$ cat config.mk
export PLATFORM = sky130hd
export DESIGN_NAME = gcd_datapath
export DESIGN_NICKNAME = d
export VERILOG_FILES = /design/src/rtl/gcd_datapath.sv
export SDC_FILE = /design/constraint.sdc
export NUM_CORES = 1
export LEC_CHECK = 0
export ABC_AREA = 0
export CAP_MARGIN = 20
export CORE_MARGIN = 2
export CORE_UTILIZATION = 55
export DETAILED_ROUTE_END_ITERATION = 8
export PLACE_DENSITY = 0.79
export SLEW_MARGIN = 40
export SYNTH_ARGS = -nofsm -noshare
export SYNTH_HDL_FRONTEND = slang
export SYNTH_SLANG_ARGS = --single-unit
$ cat constraint.sdc
create_clock -name clk -period 2.7 [get_ports clk]
set_input_delay 0.54 -clock clk [delete_from_list [all_inputs] [get_ports clk]]
set_output_delay 0.54 -clock clk [all_outputs]
set_load 0.005 [all_outputs]
$ cat src/rtl/gcd_datapath.sv
// gcd_datapath: operand registers, compare status and handshakes for a
// subtract-based GCD engine driven by an external controller.
//
// state | meaning
// ------+--------------------------------------------------------------
// IDLE  | no computation running; a_sub_b/found ignored, A/B hold
// CMP   | controller samples equal/a_gt_b and issues found or continues
// SUB   | one subtraction (A-B into A or B-A into B), then back to CMP
module gcd_datapath #(
  parameter int WIDTH = 8
) (
  input  logic             clk,
  input  logic             rst,
  input  logic             in_valid,
  output logic             in_ready,
  input  logic [WIDTH-1:0] a_in,
  input  logic [WIDTH-1:0] b_in,
  input  logic             n_rst,
  input  logic             a_sub_b,
  input  logic             found,
  output logic             equal,
  output logic             a_gt_b,
  output logic             out_valid,
  output logic [WIDTH-1:0] gcd_out,
  input  logic             out_ready,
  output logic             err_underrun,
  output logic             err_overrun
);

  typedef enum logic [1:0] {
    IDLE = 2'd0,
    CMP  = 2'd1,
    SUB  = 2'd2
  } phase_t;

  phase_t           phase, phase_next;
  logic [WIDTH-1:0] reg_a, reg_b;
  logic [WIDTH-1:0] hold_a, hold_b;
  logic             hold_valid;
  logic             capture_in;
  logic             capture_res;
  logic             any_zero;
  logic [WIDTH-1:0] result;

  // A zero operand forces equal so the controller terminates instead of
  // subtracting zero forever; the result is then the nonzero one (or 0).
  assign any_zero    = (reg_a == '0) || (reg_b == '0);
  assign equal       = any_zero || (reg_a == reg_b);
  assign a_gt_b      = !equal && (reg_a > reg_b);
  assign result      = any_zero ? (reg_a | reg_b) : reg_a;

  assign in_ready    = !hold_valid;
  assign capture_in  = in_valid && !hold_valid;
  // A load in the same cycle overrides found, so no result is taken then.
  assign capture_res = (phase == CMP) && found && !n_rst;

  // Operand holding register: filled by the input handshake, emptied by a load.
  // A pair arriving while empty is kept even if a load happens that cycle
  // (that load sees an empty hold and underruns).
  always_ff @(posedge clk or negedge rst) begin
    if (!rst) begin
      hold_valid <= 1'b0;
      hold_a     <= '0;
      hold_b     <= '0;
    end else if (capture_in) begin
      hold_valid <= 1'b1;
      hold_a     <= a_in;
      hold_b     <= b_in;
    end else if (n_rst) begin
      hold_valid <= 1'b0;
    end
  end

  // Phase register.
  always_ff @(posedge clk or negedge rst) begin
    if (!rst) phase <= IDLE;
    else      phase <= phase_next;
  end

  // Next phase: a load restarts from any phase.
  always_comb begin
    phase_next = phase;
    if (n_rst) begin
      phase_next = CMP;
    end else begin
      case (phase)
        IDLE:    phase_next = IDLE;
        CMP:     phase_next = found ? IDLE : SUB;
        SUB:     phase_next = CMP;
        default: phase_next = IDLE;
      endcase
    end
  end

  // Operand registers: load from hold (zeros if empty) or one subtraction.
  always_ff @(posedge clk or negedge rst) begin
    if (!rst) begin
      reg_a <= '0;
      reg_b <= '0;
    end else if (n_rst) begin
      reg_a <= hold_valid ? hold_a : '0;
      reg_b <= hold_valid ? hold_b : '0;
    end else if (phase == SUB) begin
      if (a_sub_b) reg_a <= reg_a - reg_b;
      else         reg_b <= reg_b - reg_a;
    end
  end

  // One-deep result slot; a result arriving while the slot is full and not
  // being drained is dropped, the held result stays stable.
  always_ff @(posedge clk or negedge rst) begin
    if (!rst) begin
      out_valid <= 1'b0;
      gcd_out   <= '0;
    end else if (capture_res && !(out_valid && !out_ready)) begin
      out_valid <= 1'b1;
      gcd_out   <= result;
    end else if (out_valid && out_ready) begin
      out_valid <= 1'b0;
    end
  end

  // Sticky error flags, cleared only by reset.
  always_ff @(posedge clk or negedge rst) begin
    if (!rst) begin
      err_underrun <= 1'b0;
      err_overrun  <= 1'b0;
    end else begin
      if (n_rst && !hold_valid)                    err_underrun <= 1'b1;
      if (capture_res && out_valid && !out_ready)  err_overrun  <= 1'b1;
    end
  end

endmodule

==> out/qor.csv <==
stage;metric;value;unit
status;status;finished, final reports clean;
critical_path;cp-end-kind;output port;
drt;drt_iter0_markers;156;
flow_run;max-cap-violations;0;
critical_path;crit_chain;inv_1, ha_2, fa_2, o21bai_4, nand2_2, a21oi_2, o21bai_1, a21oi_1, buf_2;
clock_network;path_clk_slew;90;ps
floorplan;dieWidth;74.1;um
logic_synthesis;netlist_area;2710;um2
floorplan;placementRows;25;
cells_and_area;nNetsFinal;383;
critical_path;cp-start-kind;flip-flop;
placed_design;portBuffers;36;
logic_synthesis;ys_types;41;
global_route;grt_pass1_wl;10.7;mm
placed_design;place_congestion;0.890;
logic_synthesis;yosys_warnings;0;
global_route;grt_pass1_vias;2152;
pwr;power.leakage;0.00157;uW
drt;routed_via_density;5.41;
critical_path;required;2160;ps
floorplan;io_pins;37;
sta;rsz0062_at_grt;no;
sta;fmax;390;MHz
hold_path;hp-class;in -> async;
clock_network;cts-htree-levels;2;
sta;fin_tns_setup;0;ps
sta;hold_viol;0;
logic_synthesis;syn-num-nets;314;
clock_network;clock-sinks;46;
floorplan;die_h;74.1;um
global_route;grt_usage;0.263;
sta;max_slew_margin;0.634;
cells_and_area;mostFrequentLayoutCell;dfrtp_1;
sta;period_share;0.949;
critical_path;worst-path-buf-inv;2;
global_route;grt_max_degree;20;
clock_network;cts_tree;yes;
critical_path;crit_start;reg_a[0]$_DFFE_PN0P_;
sta;finalCriticalPeriod;2560;ps
drt;drc;0;
cells_and_area;num-fill-cells;330;
drt;vias;2168;
critical_path;path_delay_family;adder cells;
pwr;p_per_area;825;nW/um2
logic_synthesis;ys_ff_latch;46;
critical_path;worst_r2r_startpoint;reg_b[0]$_DFFE_PN0P_;
pwr;power;2960;uW
logic_synthesis;syn_area_per_cell;10.2;um2
critical_path;cp_max_fo;2;
drt;ant_nets;0;
logic_synthesis;async_flop_share;1.00;
floorplan;core_area;4720;um2
pwr;ir_drop;0.478;mV
floorplan;initial_core_util;0.573;
sta;finalMaxSlewViolations;0;
logic_synthesis;synthFlopType;dfrtp_1;
cells_and_area;drive_gt1_frac;0.266;
clock_network;clockRootBuffer;clkbuf_8;
critical_path;critPathMaxStageDelay;390;ps
critical_path;path_class;reg -> out;
global_route;antenna_found_initial;0;
critical_path;slowest_stage;fa_2;
sta;setup_violations;0;
logic_synthesis;synthCells;264;
placed_design;dp_hpwl;5.07;mm
floorplan;dieArea;5500;um2
drt;first_pass_iters;4;
cells_and_area;area_growth;32.6;%
critical_path;worst-endpoint-arrival;2020;ps
drt;routed_wirelength;6.48;mm
logic_synthesis;yosysSeqAreaShare;0.426;
sta;tightest_slew;548;ps
sta;fin_skew;9.91;ps
clock_network;cts_made_buffers;5;
cells_and_area;final_cell_mix;dfrtp_1, buf_4, clkdlybuf4s50_1;
cells_and_area;num_antenna_cells;0;
drt;wire_per_inst;16.2;um
global_route;grt_overflow;0;
clock_network;insertion_delay;300;ps
clock_network;clk_path_buf_depth;2;
logic_synthesis;synth_edf_count;0;
flip-flops by register name (all words and copies together) (netlist names):
| register | cells |
|---|---|
| err_overrun | 1 |
| err_underrun | 1 |
| gcd_out | 8 |
| hold_a | 8 |
| hold_b | 8 |
| hold_valid | 1 |
| out_valid | 1 |
| phase | 2 |
| reg_a | 8 |
| reg_b | 8 |
cells by family after synthesis:
kind of cell	share of synthesized area
compound gates	0.161
simple gates	0.0930
flops	0.426
buf+inv	0.0555
fa+ha+maj	0.130
mux	0.102
xor+xnor	0.0324
where the power goes:
part           leakage (uW)  total, uW  internal [uW]  switching (uW)
Clock             0.0000514        517            276             241
Sequential         0.000565        934            843            91.7
Combinational      0.000955       1510            786             722
Total               0.00157       2960           1910            1050
synthesized netlist by cell type (5+ instances only):
cell type	count	area, um2
xnor2_1	9	78.8
buf_2	6	30.0
o21ai_0	10	50.1
nand2_1	18	67.6
inv_1	26	97.6
nor4_1	6	37.5
ha_1	25	313
mux2i_1	5	50.1
a21oi_1	27	135
o21bai_1	5	37.5
nor2_1	13	48.8
mux2_2	20	225
dfrtp_1	46	1150
path summary, 6_finish.rpt:
kind / end / slack (ps) / cells after the start
min: gcd_out[5]$_DFFE_PN0P_ / 160 / 1
max in group asynchronous: reg_a[2]$_DFFE_PN0P_ / 1940 / 2
min reg2reg: reg_b[4]$_DFFE_PN0P_ / 460 / 2
max reg2reg: reg_b[6]$_DFFE_PN0P_ / 540 / 9
min in group clk: reg_b[4]$_DFFE_PN0P_ / 460 / 2
max: a_gt_b / 140 / 9
routing by layer:
| metal | up-vias | global-route usage | wire, um |
|---|---|---|---|
| li1 | 1058 | - | - |
| met1 | 1037 | 0.372 | 3080 |
| met2 | 63 | 0.420 | 3020 |
| met3 | 10 | 0.0474 | 262 |
| met4 | 0 | 0.0747 | 111 |
| met5 | - | 0 | 0 |
final cells by class:
class	count	area, um2	share of cell area
well taps	67	83.8	0.0234
repair buffers	72	623	0.174
flip-flops and latches	46	1150	0.321
inverters	28	108	0.0300
clock buffers	6	72.6	0.0202
multi-input cells	180	1510	0.421
clock inverters	2	37.5	0.0105
through the flow:
stage          std cells  utilization  hold WS [ps]  setup WS, ps  cell area (um2)
6_report             401        0.759           159           138             3590
4_1_cts              400        0.745           179          4.46             3520
2_1_floorplan        264            -           244           480             2710
5_1_grt              401        0.759           180          10.5             3590
3_5_place_dp         388        0.705           457         -99.3             3330
3_3_place_gp         388        0.705           444         -31.5             3330
what timing repair did:
action | in CTS | in global routing
gates resized for setup | 13 | 15
hold buffers | 0 | 0
buffers inserted | 4 | 1
endpoints found under the setup margin | 2 | 2
pin swaps | 6 | 5
cloned | 0 | 0
Power figures use the tool's default switching activity.
